File: config.mk
export PLATFORM = sky130hd
export DESIGN_NAME = parameterized_rotation_piso_flat
export DESIGN_NICKNAME = d
export VERILOG_FILES = /design/src/rtl/rotation_reg_pkg.sv /design/src/rtl/parameterized_rotation_piso_if.sv /design/src/rtl/parameterized_rotation_piso_hold_buf.sv /design/src/rtl/parameterized_rotation_piso.sv /design/src/flat_wrapper.sv
export SDC_FILE = /design/constraint.sdc
export NUM_CORES = 1
export LEC_CHECK = 0
export CAP_MARGIN = 20
export CORE_AREA = 4 4 49 51
export CTS_BUF_LIST = sky130_fd_sc_hd__clkbuf_2 sky130_fd_sc_hd__clkbuf_4 sky130_fd_sc_hd__clkbuf_8
export CTS_CLUSTER_SIZE = 16
export DETAILED_ROUTE_END_ITERATION = 7
export DIE_AREA = 0 0 53 55
export PLACE_DENSITY = 0.91
export SLEW_MARGIN = 25
export SYNTH_ARGS = -nofsm -noshare
export SYNTH_HDL_FRONTEND = slang
export SYNTH_SLANG_ARGS = --single-unit
File: constraint.sdc
create_clock -name clk -period 2.5 [get_ports clk]
set_clock_uncertainty 0.05 [all_clocks]
set_input_delay 0.5 -clock clk [delete_from_list [all_inputs] [get_ports clk]]
set_output_delay 0.5 -clock clk [all_outputs]
set_load 0.01 [all_outputs]
File: src/rtl/rotation_reg_pkg.sv
// Shared definitions for the rotation SIPO/PISO pair: FSM encodings,
// bit-counter sizing and word rotate helpers.
package rotation_reg_pkg;

    localparam logic [0:0] IDLE  = 1'b0;
    localparam logic [0:0] SHIFT = 1'b1;

    localparam int ROT_MAX_W = 64;

    function automatic int cnt_width(input int width);
        return (width > 2) ? $clog2(width) : 1;
    endfunction

    // Rotate the low 'width' bits of x; bits above 'width' come back zero.
    function automatic logic [ROT_MAX_W-1:0] rotl(input logic [ROT_MAX_W-1:0] x,
                                                  input int width, input int rot);
        logic [ROT_MAX_W-1:0] r;
        r = '0;
        for (int i = 0; i < ROT_MAX_W; i++) begin
            if (i < width) r[6'((i + rot) % width)] = x[6'(i)];
        end
        return r;
    endfunction

    function automatic logic [ROT_MAX_W-1:0] rotr(input logic [ROT_MAX_W-1:0] x,
                                                  input int width, input int rot);
        logic [ROT_MAX_W-1:0] r;
        r = '0;
        for (int i = 0; i < ROT_MAX_W; i++) begin
            if (i < width) r[6'(i)] = x[6'((i + rot) % width)];
        end
        return r;
    endfunction

endpackage

File: src/rtl/parameterized_rotation_piso_if.sv
// Parallel-word handshake plus serial output bundle of the rotation PISO.
interface parameterized_rotation_piso_if #(
    parameter int WIDTH = 8
);
    logic [WIDTH-1:0] in_data;
    logic             in_valid;
    logic             in_ready;
    logic             shift_en;
    logic             serial_out;
    logic             serial_valid;
    logic             frame_done;
    logic             busy;

    modport master (
        output in_data, in_valid, shift_en,
        input  in_ready, serial_out, serial_valid, frame_done, busy
    );

    modport slave (
        input  in_data, in_valid, shift_en,
        output in_ready, serial_out, serial_valid, frame_done, busy
    );
endinterface

File: src/rtl/parameterized_rotation_piso_hold_buf.sv
// One-entry valid/ready holding buffer in front of the PISO shifter.
module piso_hold_buf
    import rotation_reg_pkg::*;
#(
    parameter int WIDTH = 8
) (
    input  logic             clk,
    input  logic             rst_n,
    input  logic [WIDTH-1:0] in_data_i,
    input  logic             in_valid_i,
    output logic             in_ready_o,
    input  logic             pop_i,
    output logic [WIDTH-1:0] data_o,
    output logic             full_o
);

    logic             full_q, full_d;
    logic [WIDTH-1:0] data_q, data_d;
    logic             push;

    assign in_ready_o = !full_q;
    assign push       = in_valid_i && !full_q;

    // A push on the same edge as a pop leaves the buffer full with the new word.
    always_comb begin
        full_d = full_q;
        data_d = data_q;
        if (pop_i) full_d = 1'b0;
        if (push) begin
            full_d = 1'b1;
            data_d = in_data_i;
        end
    end

    always_ff @(posedge clk or negedge rst_n) begin
        if (!rst_n) begin
            full_q <= 1'b0;
            data_q <= '0;
        end else begin
            full_q <= full_d;
            data_q <= data_d;
        end
    end

    assign data_o = data_q;
    assign full_o = full_q;

endmodule

File: src/rtl/parameterized_rotation_piso.sv
// Parallel-in serial-out transmitter: buffers one word, left-rotates it on
// load and shifts it out one bit per shift_en strobe with frame markers.
module parameterized_rotation_piso
    import rotation_reg_pkg::*;
#(
    parameter int WIDTH     = 8,
    parameter int ROTATION  = 0,
    parameter bit MSB_FIRST = 1'b1
) (
    input  logic clk,
    input  logic rst_n,
    parameterized_rotation_piso_if.slave bus_if
);

    localparam int CW = cnt_width(WIDTH);

    logic             hold_full;
    logic [WIDTH-1:0] hold_data;
    logic [WIDTH-1:0] hold_rot;
    logic             pop;
    logic             last;
    logic             out_bit;

    logic [0:0]       state_q, state_d;
    logic [WIDTH-1:0] shift_q, shift_d, shift_nx;
    logic [CW-1:0]    cnt_q, cnt_d;
    logic             sout_q, sout_d;
    logic             svld_q, svld_d;
    logic             fdone_q, fdone_d;

    piso_hold_buf #(.WIDTH(WIDTH)) u_hold (
        .clk        (clk),
        .rst_n      (rst_n),
        .in_data_i  (bus_if.in_data),
        .in_valid_i (bus_if.in_valid),
        .in_ready_o (bus_if.in_ready),
        .pop_i      (pop),
        .data_o     (hold_data),
        .full_o     (hold_full)
    );

    generate
        if (ROTATION == 0) begin : g_norot
            assign hold_rot = hold_data;
        end else begin : g_rot
            assign hold_rot = {hold_data[WIDTH-1-ROTATION:0], hold_data[WIDTH-1:WIDTH-ROTATION]};
        end

        if (MSB_FIRST) begin : g_msb
            assign out_bit  = shift_q[WIDTH-1];
            assign shift_nx = {shift_q[WIDTH-2:0], 1'b0};
        end else begin : g_lsb
            assign out_bit  = shift_q[0];
            assign shift_nx = {1'b0, shift_q[WIDTH-1:1]};
        end
    endgenerate

    assign last = (state_q == SHIFT) && bus_if.shift_en && (cnt_q == CW'(WIDTH - 1));
    assign pop  = hold_full && ((state_q == IDLE) || last);

    // On the last bit a waiting word reloads directly, so frames stay contiguous.
    always_comb begin
        state_d = state_q;
        shift_d = shift_q;
        cnt_d   = cnt_q;
        sout_d  = sout_q;
        svld_d  = 1'b0;
        fdone_d = 1'b0;
        if (state_q == IDLE) begin
            if (hold_full) begin
                shift_d = hold_rot;
                cnt_d   = '0;
                state_d = SHIFT;
            end
        end else if (bus_if.shift_en) begin
            sout_d  = out_bit;
            svld_d  = 1'b1;
            shift_d = shift_nx;
            cnt_d   = cnt_q + 1'b1;
            if (last) begin
                fdone_d = 1'b1;
                cnt_d   = '0;
                if (hold_full) shift_d = hold_rot;
                else           state_d = IDLE;
            end
        end
    end

    always_ff @(posedge clk or negedge rst_n) begin
        if (!rst_n) begin
            state_q <= IDLE;
            shift_q <= '0;
            cnt_q   <= '0;
            sout_q  <= 1'b0;
            svld_q  <= 1'b0;
            fdone_q <= 1'b0;
        end else begin
            state_q <= state_d;
            shift_q <= shift_d;
            cnt_q   <= cnt_d;
            sout_q  <= sout_d;
            svld_q  <= svld_d;
            fdone_q <= fdone_d;
        end
    end

    assign bus_if.serial_out   = sout_q;
    assign bus_if.serial_valid = svld_q;
    assign bus_if.frame_done   = fdone_q;
    assign bus_if.busy         = (state_q == SHIFT) || hold_full;

endmodule

File: src/flat_wrapper.sv
// flat-port wrapper written by rule: the top's interface ports become plain ports
module parameterized_rotation_piso_flat import rotation_reg_pkg::*;
#(
    parameter int WIDTH     = 8,
    parameter int ROTATION  = 0,
    parameter bit MSB_FIRST = 1'b1
)
  (clk, rst_n, bus_if_in_data, bus_if_in_valid, bus_if_shift_en, bus_if_in_ready, bus_if_serial_out, bus_if_serial_valid, bus_if_frame_done, bus_if_busy);
  parameterized_rotation_piso_if #(.WIDTH(WIDTH)) bus_if_i ();
  input  logic clk;
  input  logic rst_n;
  input wire logic [$bits(bus_if_i.in_data)-1:0] bus_if_in_data;
  input wire logic [$bits(bus_if_i.in_valid)-1:0] bus_if_in_valid;
  input wire logic [$bits(bus_if_i.shift_en)-1:0] bus_if_shift_en;
  output wire logic [$bits(bus_if_i.in_ready)-1:0] bus_if_in_ready;
  output wire logic [$bits(bus_if_i.serial_out)-1:0] bus_if_serial_out;
  output wire logic [$bits(bus_if_i.serial_valid)-1:0] bus_if_serial_valid;
  output wire logic [$bits(bus_if_i.frame_done)-1:0] bus_if_frame_done;
  output wire logic [$bits(bus_if_i.busy)-1:0] bus_if_busy;
  assign bus_if_i.in_data = bus_if_in_data;
  assign bus_if_i.in_valid = bus_if_in_valid;
  assign bus_if_i.shift_en = bus_if_shift_en;
  assign bus_if_in_ready = bus_if_i.in_ready;
  assign bus_if_serial_out = bus_if_i.serial_out;
  assign bus_if_serial_valid = bus_if_i.serial_valid;
  assign bus_if_frame_done = bus_if_i.frame_done;
  assign bus_if_busy = bus_if_i.busy;
  parameterized_rotation_piso #(.WIDTH(WIDTH), .ROTATION(ROTATION), .MSB_FIRST(MSB_FIRST)) u_core (.clk(clk), .rst_n(rst_n), .bus_if(bus_if_i));
endmodule
==> results of run 1 <==
-- worst register-to-register path, cell delays in order (launching register included) --
cell and delay (ns):
dfrtp_1 0.65, mux2i_1 0.72, mux2_2 0.28
-- worst paths after layout --
path / startpoint / endpoint / slack, ns
setup / recovery: u_core.state_q / bus_if_busy / 0.21
hold / removal: rst_n / u_core.bus_if.frame_done / 0.46
setup reg to reg: u_core.state_q / u_core.cnt_q[0] / 0.74
hold reg to reg: u_core.shift_q[7] / u_core.shift_q[7] / 0.46
max in group asynchronous: rst_n / u_core.u_hold.data_o[5] / 1.70
min in group clk: u_core.shift_q[7] / u_core.shift_q[7] / 0.46
-- layer usage --
metal  routed length, µm  vias to the layer above
li1                    -                      351
met1                 801                      368
met2                 943                       19
met3                  96                        5
met4                  47                        0
met5                   0                        -
-- sequential cells by signal, summed over array words and instances (netlist names) --
| register | cells |
|---|---|
| u_core.cnt_q | 3 |
| u_core.bus_if.serial_out | 1 |
| u_core.u_hold.full_o | 1 |
| u_core.bus_if.frame_done | 1 |
| u_core.shift_q | 8 |
| u_core.u_hold.data_o | 8 |
| u_core.bus_if.serial_valid | 1 |
| u_core.state_q | 1 |
-- through the flow --
| stage | setup WS (ns) | utilization | cells | hold slack [ns] |
|---|---|---|---|---|
| after floorplan | 1.091 | - | 89 | 0.1544 |
| after global placement | 0.5655 | 0.6540 | 130 | 0.4209 |
| after detailed placement | 0.5303 | 0.6540 | 130 | 0.4304 |
| after CTS | 0.2075 | 0.6727 | 134 | 0.4603 |
| after global routing | 0.1359 | 0.6727 | 134 | 0.4710 |
| final | 0.2078 | 0.6727 | 134 | 0.4564 |
-- logic make-up after synthesis --
kind of cell	after synthesis	synth area share
and+or+nand+nor	33	0.1544
DFF	24	0.5530
muxes	12	0.1233
AOI/OAI and AO/OA	11	0.1094
buffers and inverters	7	0.03687
adders and majority gates	2	0.02304
-- power breakdown --
group          internal, mW  switching, mW  leakage, nW
logic                 0.193          0.136        0.276
clock network        0.0892          0.119       0.0210
registers             0.525         0.0862        0.300
total                 0.806          0.341        0.597
-- cells in the final DEF, fill, tap and decap left out --
cell type	n
and2_4	1
mux2_2	11
nand4_1	7
mux2i_1	1
ha_1	2
a22o_1	2
a31o_2	1
clkbuf_8	1
clkdlybuf4s50_1	16
nand3_4	1
o211ai_2	7
nor2b_1	1
and3_1	1
clkbuf_4	3
or2_2	1
nand2_1	20
dfrtp_1	24
o21ai_1	1
inv_1	2
buf_4	3
nor2_1	1
-- layout make-up --
cell class | instances | share of cell area
flip-flops and latches | 24 | 0.4598
multi-input cells | 58 | 0.3410
repair buffers | 19 | 0.1398
clock buffers | 4 | 0.02778
well taps | 27 | 0.02586
inverters | 2 | 0.005747
==> summary.txt, run 1 <==
Outcome
  • Status: complete, no violations

Clocking
  • CTS tree: yes
  • CTS root buffer: clkbuf_4
  • H-tree depth: 1
  • CTS Hold Bufs: 0
  • CTS Sinks: 24
  • TritonCTS buffer count: 3
  • Worst skew pair latency: 0.32 ns
  • Post-cts sizing count: 0
  • Clk pin slew, worst setup/hold paths: 0.13 ns
  • CTS max path bufs: 2
  • Post-CTS Setup Repair Bufs: 0

Place
  • Post-detail-place hpwl: 1368 µm
  • Post-DP Area: 0.001270 mm²
  • Gpl congestion: 0.7703
  • Buffers on Ports: 16

Logic synthesis
  • Synth top area cells: dfrtp_1 (55%), mux2_2 (11%), o211ai_2 (8.1%)
  • Syn Area/Cell: 12.20 µm²
  • Asr flop ratio synth: 1.000
  • Biggest area consumer among synthesized cells: dfrtp_1
  • Post-synthesis sequential area ratio: 0.5530
  • Synth top area share: 0.5530
  • Post-synth EDFFs: 0
  • Dominant synthesized flop cell: dfrtp_1
  • Yosys cell types: 21
  • Yosys Warn Count: 0
  • Post-synth top cells: dfrtp_1 (24), nand2_1 (20), mux2_2 (11), nand4_1 (7), o211ai_2 (7)
  • Syn Inst Count: 89
  • Netlist Area Pre-Place: 0.001086 mm²
  • Synthesized flop and latch total: 24
  • Syn Nets: 103
  • Count leader, synth: dfrtp_1

Layout
  • Share of layout cells above drive strength 1: 0.2710
  • FF/Latch Area: 600.6 µm²
  • Layout Nets: 122
  • P&R area growth vs syn: 20.28%
  • Number of diodes: 0
  • Fin area: 0.001306 mm²
  • Multi-input combinational cell area: 445.4 µm²
  • Filler Cell Count: 154

Power and ir drop
  • PD cells: 878.5 mW/mm²
  • Power Total: 1.148 mW
  • Leakage: 0.5971 nW
  • Peak VDD IR: 0.5899 mV

Floorplanning
  • Die Y: 55 µm
  • Core ar.: 0.001942 mm²
  • Die width: 53 µm
  • Core Rows: 16
  • Die area: 0.002915 mm²
  • I/O pins: 17
  • Initial Utilization: 0.5593

Drt
  • Vias: 743
  • Drt via density: 5.545
  • Initial drt markers: 9
  • Remaining DRCs: 0
  • Routed WL per cell: 14.09 µm
  • WL final: 1888 µm
  • Pre-antenna DRT Iters: 4
  • Post-DRT Antenna Nets: 0

GRT
  • Met3 usage in global routing: 0.01609
  • Vias in the first global route: 703
  • Grt met1 use: 0.1903
  • First-pass GRT wire length: 3180 µm
  • Initial antenna violation count: 0
  • Total congestion overflow: 0
  • Grt met2 use: 0.2645
  • Largest net degree at the start of global routing: 25
  • Busiest grt layer: met2
  • GRT Util Overall: 0.1542

Setup path
  • Crit-path leading delay family: flip-flops
  • Startpoint Class: flop
  • WP data required: 1.95 ns
  • Setup CP Type: flop to output port
  • Crit. path cell count: 2
  • Crit-path slowest cell: dfrtp_1
  • WP buf/inv: 1
  • Max stage delay on crit path: 0.58 ns
  • Worst Path Arrival: 1.74 ns
  • Critical Path, Cell by Cell: or2_2 -> clkdlybuf4s50_1
  • FF-to-FF path depth: 2
  • Max FO, Critical Path: 15
  • Crit. End Element: output port

STA
  • Final Slew Violations: 0
  • Max_slew headroom: 0.4749
  • Final Hold Fails: 0
  • Slew @ Worst Pin: 0.7658 ns
  • Final Cycle Share: 0.9169
  • Fin Setup TNS: 0 ns
  • Unrepaired setup endpoints after global routing: false
  • Max Freq: 0.4363 GHz
  • Minimum clock period: 2.292 ns
  • Final setup viols: 0

Run
  • Max_cap viols: 0

Hold path
  • Hold crit path type: input pin to asynchronous set/reset pin
Power figures use the tool's default switching activity.
==> run 2: changes to the inputs <==
- CTS_CLUSTER_DIAMETER: unset -> 100
- SETUP_SLACK_MARGIN: unset -> 0.1
==> results of run 2 <==
Final layout, timing and power as in run 1 (identical DEF).
